--- config.mk ---
export PLATFORM = sky130hd
export DESIGN_NAME = usb_fs_in_ep
export DESIGN_NICKNAME = d
export VERILOG_FILES = /design/src/rtl/usb_fs_in_ep.sv
export SDC_FILE = /design/constraint.sdc
export NUM_CORES = 1
export LEC_CHECK = 0
export ABC_AREA = 1
export CORE_UTILIZATION = 25
export DETAILED_ROUTE_END_ITERATION = 10
export GPL_ROUTABILITY_DRIVEN = 0
export PLACE_DENSITY = 0.39
export SLEW_MARGIN = 20
export SYNTH_ARGS = -nofsm -noshare
export SYNTH_HDL_FRONTEND = slang
export SYNTH_SLANG_ARGS = --single-unit
--- constraint.sdc ---
create_clock -name clk -period 3.2 [get_ports clk]
set_input_delay 0.64 -clock clk [delete_from_list [all_inputs] [get_ports clk]]
set_output_delay 0.64 -clock clk [all_outputs]
set_load 0.005 [all_outputs]
--- src/rtl/usb_fs_in_ep.sv ---
// Single-packet IN endpoint buffer: collects one packet, replays it per IN token until ACKed, handles DATA0/1, NAK and STALL.
// Latency: put readable on tx_data the next cycle; commit reaches READY one cycle after the commit event; acked pulses one cycle after ACK.
// Backpressure: in_ep_data_free drops once the packet is committed or full, and returns after the host ACKs it; puts while low are dropped.
module usb_fs_in_ep #(
  parameter int MAX_PKT = 32
) (
  input  logic       clk,
  input  logic       reset_n,
  input  logic       in_ep_req,
  output logic       in_ep_grant,
  output logic       in_ep_data_free,
  input  logic       in_ep_data_put,
  input  logic [7:0] in_ep_data,
  input  logic       in_ep_data_done,
  input  logic       in_ep_stall,
  output logic       in_ep_acked,
  input  logic       setup_token_received,
  input  logic       in_xfr_start,
  input  logic       in_xfr_ack,
  output logic       tx_pkt_nak,
  output logic       tx_pkt_stall,
  output logic       tx_data_toggle,
  output logic       tx_data_avail,
  input  logic       tx_data_get,
  output logic [7:0] tx_data
);

  localparam int AW = $clog2(MAX_PKT + 1);
  localparam int IW = $clog2(MAX_PKT);
  localparam logic [AW-1:0] PKT_LEN = AW'(MAX_PKT);
  localparam logic [AW-1:0] PKT_LAST = AW'(MAX_PKT - 1);

  typedef enum logic [1:0] {FILL, READY, SENDING} state_t;

  state_t        state;
  logic [AW-1:0] wr_ptr;
  logic [AW-1:0] rd_ptr;
  logic          stall;
  logic          toggle;
  logic          done_pending;
  logic          acked;
  logic [7:0]    mem [MAX_PKT];
  logic          put_ok;
  logic          put_wr;

  assign in_ep_grant     = in_ep_req;
  assign in_ep_data_free = (state == FILL) && (wr_ptr < PKT_LEN) && !stall;
  assign put_ok          = in_ep_data_put && in_ep_data_free;
  // A put landing together with a setup or stall belongs to the flushed packet.
  assign put_wr          = put_ok && !setup_token_received && !in_ep_stall;

  assign tx_pkt_nak      = !stall && (state == FILL);
  assign tx_pkt_stall    = stall;
  assign tx_data_toggle  = toggle;
  assign tx_data_avail   = (state == SENDING) && (rd_ptr < wr_ptr);
  assign tx_data         = (rd_ptr < PKT_LEN) ? mem[rd_ptr[IW-1:0]] : 8'h00;
  assign in_ep_acked     = acked;

  // Packet storage; contents are don't-care until written, so no reset.
  always_ff @(posedge clk) begin
    if (put_wr) mem[wr_ptr[IW-1:0]] <= in_ep_data;
  end

  // Endpoint state machine: setup > stall > ack > start > done/put.
  always_ff @(posedge clk or negedge reset_n) begin
    if (!reset_n) begin
      state        <= FILL;
      wr_ptr       <= '0;
      rd_ptr       <= '0;
      stall        <= 1'b0;
      toggle       <= 1'b0;
      done_pending <= 1'b0;
      acked        <= 1'b0;
    end else begin
      acked <= 1'b0;
      if (setup_token_received) begin
        stall        <= 1'b0;
        done_pending <= 1'b0;
        toggle       <= 1'b1;
        wr_ptr       <= '0;
        rd_ptr       <= '0;
        state        <= FILL;
      end else if (in_ep_stall) begin
        stall        <= 1'b1;
        done_pending <= 1'b0;
        wr_ptr       <= '0;
        rd_ptr       <= '0;
        state        <= FILL;
      end else begin
        case (state)
          FILL: begin
            if (put_ok) wr_ptr <= wr_ptr + 1'b1;
            // Explicit done, a deferred done (trailing ZLP) or the last free slot commits.
            if (!stall && (in_ep_data_done || done_pending ||
                           (put_ok && wr_ptr == PKT_LAST))) begin
              state        <= READY;
              done_pending <= 1'b0;
            end
          end
          READY: begin
            if (in_xfr_start) begin
              state  <= SENDING;
              rd_ptr <= '0;
            end
            if (in_ep_data_done) done_pending <= 1'b1;
          end
          SENDING: begin
            if (in_xfr_ack) begin
              toggle <= ~toggle;
              wr_ptr <= '0;
              acked  <= 1'b1;
              state  <= FILL;
            end else if (in_xfr_start) begin
              // Host retried: replay the same bytes under the same PID.
              rd_ptr <= '0;
            end else if (tx_data_avail && tx_data_get) begin
              rd_ptr <= rd_ptr + 1'b1;
            end
            if (in_ep_data_done) done_pending <= 1'b1;
          end
          default: state <= FILL;
        endcase
      end
    end
  end

endmodule
==> flow_metrics.env, run 1 <==
export IMPL_post_drt_wl_per_cell_microns=20.4
export IMPL_die_h_microns=220
export IMPL_yosys_warnings=0
export IMPL_setup_tns_ns=0
export IMPL_drive_above_1_share_pct=14.8
export IMPL_clk_pin_slew_worst_paths_ns=0.06
export IMPL_initial_core_util_pct=25.5
export IMPL_mostFrequentLayoutCell="nand2_1"
export IMPL_p_leak_uw=0.00549
export IMPL_cp_end_kind="primary output"
export IMPL_rows=79
export IMPL_io_pins=33
export IMPL_via_count=8228
export IMPL_clk_latency_ns=0.53
export IMPL_core_area_sq_um=46800
export IMPL_io_buffer_count=30
export IMPL_cts_root_buf="clkbuf_16"
export IMPL_syn_nets=1131
export IMPL_start_kind="register"
export IMPL_synth_area_sq_um=11900
export IMPL_cts_path_max_buffers=3
export IMPL_avgViaCountPerCell=4.51
export IMPL_reg2reg_depth=10
export IMPL_cap_violations=0
export IMPL_clock_skew_ns=0.0119
export IMPL_area_growth_syn_to_layout_pct=23.3
export IMPL_cp_num_buf_inv=3
export IMPL_power_density_nw_per_um2=543
export IMPL_synth_cell_types=33
export IMPL_seq_area_sq_um=8150
export IMPL_min_period_ns=3.11
export IMPL_slew_headroom_pct=66.8
export IMPL_ys_seq_elements=274
export IMPL_finalHoldViolations=0
export IMPL_track_usage_pct=15.5
export IMPL_antenna_found_initial=1
export IMPL_crit_required_ns=2.56
export IMPL_synthCells=1099
export IMPL_critPathArrivalTime_ns=2.47
export IMPL_tightestPinTransition_ns=0.498
export IMPL_yosysSeqAreaShare_pct=68.3
export IMPL_cpLargestDelayFamily="simple AND/OR/NAND/NOR gates"
export IMPL_syn_area_per_cell_sq_um=10.8
export IMPL_crit_type="register to primary output"
export IMPL_cts_hold_buf=0
export IMPL_min_period_over_period_pct=97.3
export IMPL_dr_pass1_iters=8
export IMPL_hpwl_mm=21.6
export IMPL_first_iter_violations=555
export IMPL_synth_top_area_cell="edfxtp_1"
export IMPL_detail_route_antenna_nets=0
export IMPL_multiInputGateArea_sq_um=3380
export IMPL_outcome="finished with violations"
export IMPL_synth_area_leaders="edfxtp_1 (64%), nand2_1 (12%), nand3_1 (8.1%)"
export IMPL_routed_wl_mm=37.2
export IMPL_yosysTopAreaCellShare_pct=64.5
export IMPL_dieArea_sq_um=48600
export IMPL_peakVddDrop_v=0.000229
export IMPL_drv_slew=0
export IMPL_crit_path_cell_trace="buf_4 -> clkbuf_16 -> nand2_1 -> nand3_1 -> nand2_1 -> nand2_1 -> nand2_1 -> nor2_1 -> nor2_1 -> nor2_4 -> clkdlybuf4s15_1"
export IMPL_hold_slack_ns=0.450
export IMPL_max_freq_mhz=321
export IMPL_htree_num_levels=2
export IMPL_hp_class="input port to async pin"
export IMPL_layout_nets=1225
export IMPL_tritoncts="built"
export IMPL_cts_sinks=274
export IMPL_nFillCells=4784
export IMPL_crit_fanout=28
export IMPL_cp_slowest_cell="dfrtp_4"
export IMPL_cp_depth=11
export IMPL_setup_viol_count_final=0
export IMPL_cts_made_buffers=34
export IMPL_die_x_microns=220
export IMPL_critPathMaxStageDelay_ns=0.54
export IMPL_drc=5
export IMPL_grt_max_degree=57
export IMPL_violations="DRC"
export IMPL_grt_pass1_vias=8246
export IMPL_mostFrequentLayoutCells="nand2_1 (361), edfxtp_1 (256), nand3_1 (185)"
export IMPL_n_antenna_cell=0
export IMPL_grt_ovfl_total=0
export IMPL_cp_common_cell="nand2_1"
export IMPL_grt_first_pass_wirelength_mm=54.4
area by class of cell:
class	count	area share, %
Clock buffer	45	6.29
Tap cell	607	5.17
Clock inverter	16	1.08
Multi-Input combinational cell	740	23.0
Sequential cell	274	55.5
Timing Repair Buffer	114	8.12
Inverter	29	0.903
stage by stage:
| stage | cell area, sq um | power, uW | cells | setup WS (ns) | utilization, % |
|---|---|---|---|---|---|
| finish | 14700 | 7980 | 1825 | 0.0876 | 31.4 |
| global placement | 13200 | 4250 | 1749 | 0.135 | 28.2 |
| floorplan | 11900 | 4100 | 1099 | 1.20 | - |
| detailed placement | 13200 | 4250 | 1749 | 0.135 | 28.2 |
| CTS | 14500 | 8080 | 1818 | -0.220 | 31.1 |
| global route | 14700 | 8230 | 1825 | -0.00422 | 31.4 |
cell families (layout without fill, tap and decap cells):
group           Yosys count  count (layout)  synth area share (%)
simple gates            686             686                  24.1
flops                   274             274                  68.3
buf+inv                  85             204                  4.29
compound gates           38              38                  1.72
fa+ha+maj                14              14                  1.47
xor+xnor                  2               2                 0.147
power breakdown:
| group | switching (uW) | internal [uW] |
|---|---|---|
| sequential | 7.27 | 3930 |
| clock | 1520 | 2280 |
| combinational | 169 | 77.4 |
Yosys cell counts (all sizes together):
master	number
inv	26
nand3	193
o211ai	1
clkinv	3
dfrtp	18
nand4	2
nor2	114
clkbuf	5
nor3b	2
nor3	3
xor2	2
a21oi	6
edfxtp	256
and3	1
ha	14
nand2	371
buf	51
o21ai	30
o22ai	1
sequential cells by signal, summed over array words and instances, names as in the netlist:
signal and cells:
wr_ptr 6, tx_data_toggle 1, done_pending 1, tx_pkt_stall 1, in_ep_acked 1, mem 256
rd_ptr 6, state 2
routing by layer:
| metal | up-vias | wire length, microns | track usage [%] |
|---|---|---|---|
| met5 | - | 11 | 0 |
| li1 | 3965 | - | - |
| met3 | 49 | 1430 | 2.41 |
| met1 | 4045 | 17700 | 21.2 |
| met2 | 167 | 17400 | 25.2 |
| met4 | 2 | 686 | 4.71 |
final timing paths:
| path | start | end | slack, ns |
|---|---|---|---|
| min reg2reg | tx_data_toggle | tx_data_toggle | 0.49 |
| max in group asynchronous | reset_n | rd_ptr[0] | 2.49 |
| max reg2reg | state[1] | mem[19][5] | 0.91 |
| min | reset_n | state[1] | 0.45 |
| min in group clk | tx_data_toggle | tx_data_toggle | 0.49 |
| max | rd_ptr[0] | tx_data[5] | 0.09 |
what timing repair did:
action	in CTS	in global routing
buffers inserted	4	6
resized for setup	35	37
pin swaps	4	7
gates cloned	4	2
endpoints found under the setup margin	9	9
No activity file was read; power rests on OpenSTA's default activity.
==> inputs of run 2 (changes only) <==
- CORE_UTILIZATION: 25 -> 60
- PLACE_DENSITY: 0.39 -> 0.78
==> flow_metrics.env, run 2 (synthesized netlist as in run 1, its figures left out) <==
export IMPL_setup_viol_count_final=0
export IMPL_n_antenna_cell=0
export IMPL_start_kind="register"
export IMPL_hpwl_mm=15.9
export IMPL_cts_sinks=274
export IMPL_outcome="finished clean"
export IMPL_die_h_microns=143
export IMPL_track_usage_pct=28.7
export IMPL_routed_wl_mm=28.8
export IMPL_crit_required_ns=2.56
export IMPL_grt_pass1_vias=8011
export IMPL_cap_violations=0
export IMPL_rows=51
export IMPL_clock_skew_ns=0.00870
export IMPL_crit_type="register to primary output"
export IMPL_grt_ovfl_total=0
export IMPL_reg2reg_setup_slack_ns=0.80
export IMPL_multiInputGateArea_sq_um=3330
export IMPL_antenna_found_initial=0
export IMPL_combPwrFrac_pct=3.0
export IMPL_reg2reg_depth=9
export IMPL_hold_start="done_pending"
export IMPL_slew_headroom_pct=38.7
export IMPL_die_x_microns=143
export IMPL_io_pins=33
export IMPL_rr_startpoint="state[1]"
export IMPL_p_leak_uw=0.00538
export IMPL_first_iter_violations=1277
export IMPL_peakVddDrop_v=0.000359
export IMPL_max_freq_mhz=317
export IMPL_seqPwrFrac_pct=51.8
export IMPL_grt_max_degree=58
export IMPL_hp_class="register to register"
export IMPL_post_route_util_pct=71.9
export IMPL_setup_tns_ns=0
export IMPL_fin_ws_ns=0.0430
export IMPL_dr_pass1_iters=6
export IMPL_min_period_over_period_pct=98.7
export IMPL_drive_above_1_share_pct=12.5
export IMPL_cp_end_kind="primary output"
export IMPL_via_count=8512
export IMPL_power_density_nw_per_um2=542
export IMPL_layout_nets=1203
export IMPL_rsz0062_at_grt="yes"
export IMPL_power_frac_clock_pct=45.2
export IMPL_mostFrequentLayoutCells="nand2_1 (362), edfxtp_1 (256), nand3_1 (188)"
export IMPL_grt_first_pass_wirelength_mm=43.6
export IMPL_hold_slack_ns=0.497
export IMPL_io_buffer_count=30
export IMPL_post_drt_wl_per_cell_microns=19.8
export IMPL_numPlacedInstances=1391
export IMPL_tritoncts="built"
export IMPL_cts_made_buffers=27
export IMPL_clk_latency_ns=0.53
export IMPL_area_growth_syn_to_layout_pct=17.5
export IMPL_initial_core_util_pct=61.2
export IMPL_dieArea_sq_um=20400
export IMPL_critPathArrivalTime_ns=2.52
export IMPL_seq_area_sq_um=8140
export IMPL_final_cells=1456
export IMPL_r2r_end="mem[22][3]"
export IMPL_drc=0
export IMPL_hold_end="done_pending"
export IMPL_tightestPinTransition_ns=0.916
export IMPL_mostFrequentLayoutCell="nand2_1"
export IMPL_cts_path_max_buffers=3
export IMPL_drv_slew=0
export IMPL_largest_reg_flops=256
export IMPL_p_int_uw=6130
export IMPL_nFillCells=1256
export IMPL_crit_fanout=16
export IMPL_p_sw_share_pct=19.2
export IMPL_pre_cts_ws_ns=0.298
export IMPL_hold_path_cell_count=2
export IMPL_core_area_sq_um=19500
export IMPL_p_sw_uw=1460
export IMPL_min_period_ns=3.16
export IMPL_finalHoldViolations=0
export IMPL_avgViaCountPerCell=5.85
export IMPL_detail_route_antenna_nets=0
export IMPL_cts_root_buf="clkbuf_16"
export IMPL_clk_pin_slew_worst_paths_ns=0.06
export IMPL_htree_num_levels=1
run 2: critical path, stage by stage (launching register included):
cell and delay, ns:
dfrtp_4 0.52, clkinv_8 0.10, buf_4 0.15, buf_12 0.12, buf_16 0.14, nand2_1 0.06
nand3_1 0.08, nand3_1 0.11, nand2_1 0.08, nand2_1 0.07, nand3_1 0.09, nand2_1 0.15
nor2_1 0.05, dlygate4sd2_1 0.26
run 2: how the worst max path moves through the flow:
stage	from	end	cells past startpoint
final	rd_ptr[0]	tx_data[3]	13
after floorplan	in_ep_stall	mem[0][0]	5
after CTS	rd_ptr[0]	tx_data[4]	10
after global routing	rd_ptr[0]	tx_data[0]	13
after global placement	rd_ptr[0]	tx_data[5]	11
after detailed placement	rd_ptr[0]	tx_data[7]	11
run 2: metal layers:
metal  global-route usage (%)  part of all wire [%]
met4                     11.0                   3.5
met1                     38.9                    38
met5                        0                     0
met3                     3.49                   9.8
met2                     47.5                    49
run 2: repair_timing:
item / 4_1_cts / 5_1_grt
buffers inserted: 5 / 4
gates cloned: 5 / 2
resized for setup: 23 / 27
setup endpoints to repair: 9 / 7
pin swaps: 7 / 7
hold buffers: 0 / 0
run 2: metrics by stage:
stage | power, uW | area (sq um)
after floorplan | 4100 | 11900
final | 7590 | 14000
after detailed placement | 4230 | 12600
after global placement | 4220 | 12600
after CTS | 7600 | 13900
after global routing | 7760 | 14000
run 2: area by class of cell:
cell class                      instances  area share [%]
Clock buffer                           33            5.34
Clock inverter                         16            1.62
Inverter                               29           0.903
Multi-Input combinational cell        740            23.8
Sequential cell                       274            58.2
Tap cell                              265            2.37
Timing Repair Buffer                   99            7.78
run 2: power by group through the flow:
stage | clock network, uW | registers [uW] | logic (uW)
2_1_floorplan | 0 | 4010 | 87.6
3_3_place_gp | 0 | 4010 | 211
3_5_place_dp | 0 | 4010 | 217
4_1_cts | 3450 | 3930 | 224
5_1_grt | 3580 | 3930 | 247
6_report | 3430 | 3930 | 228
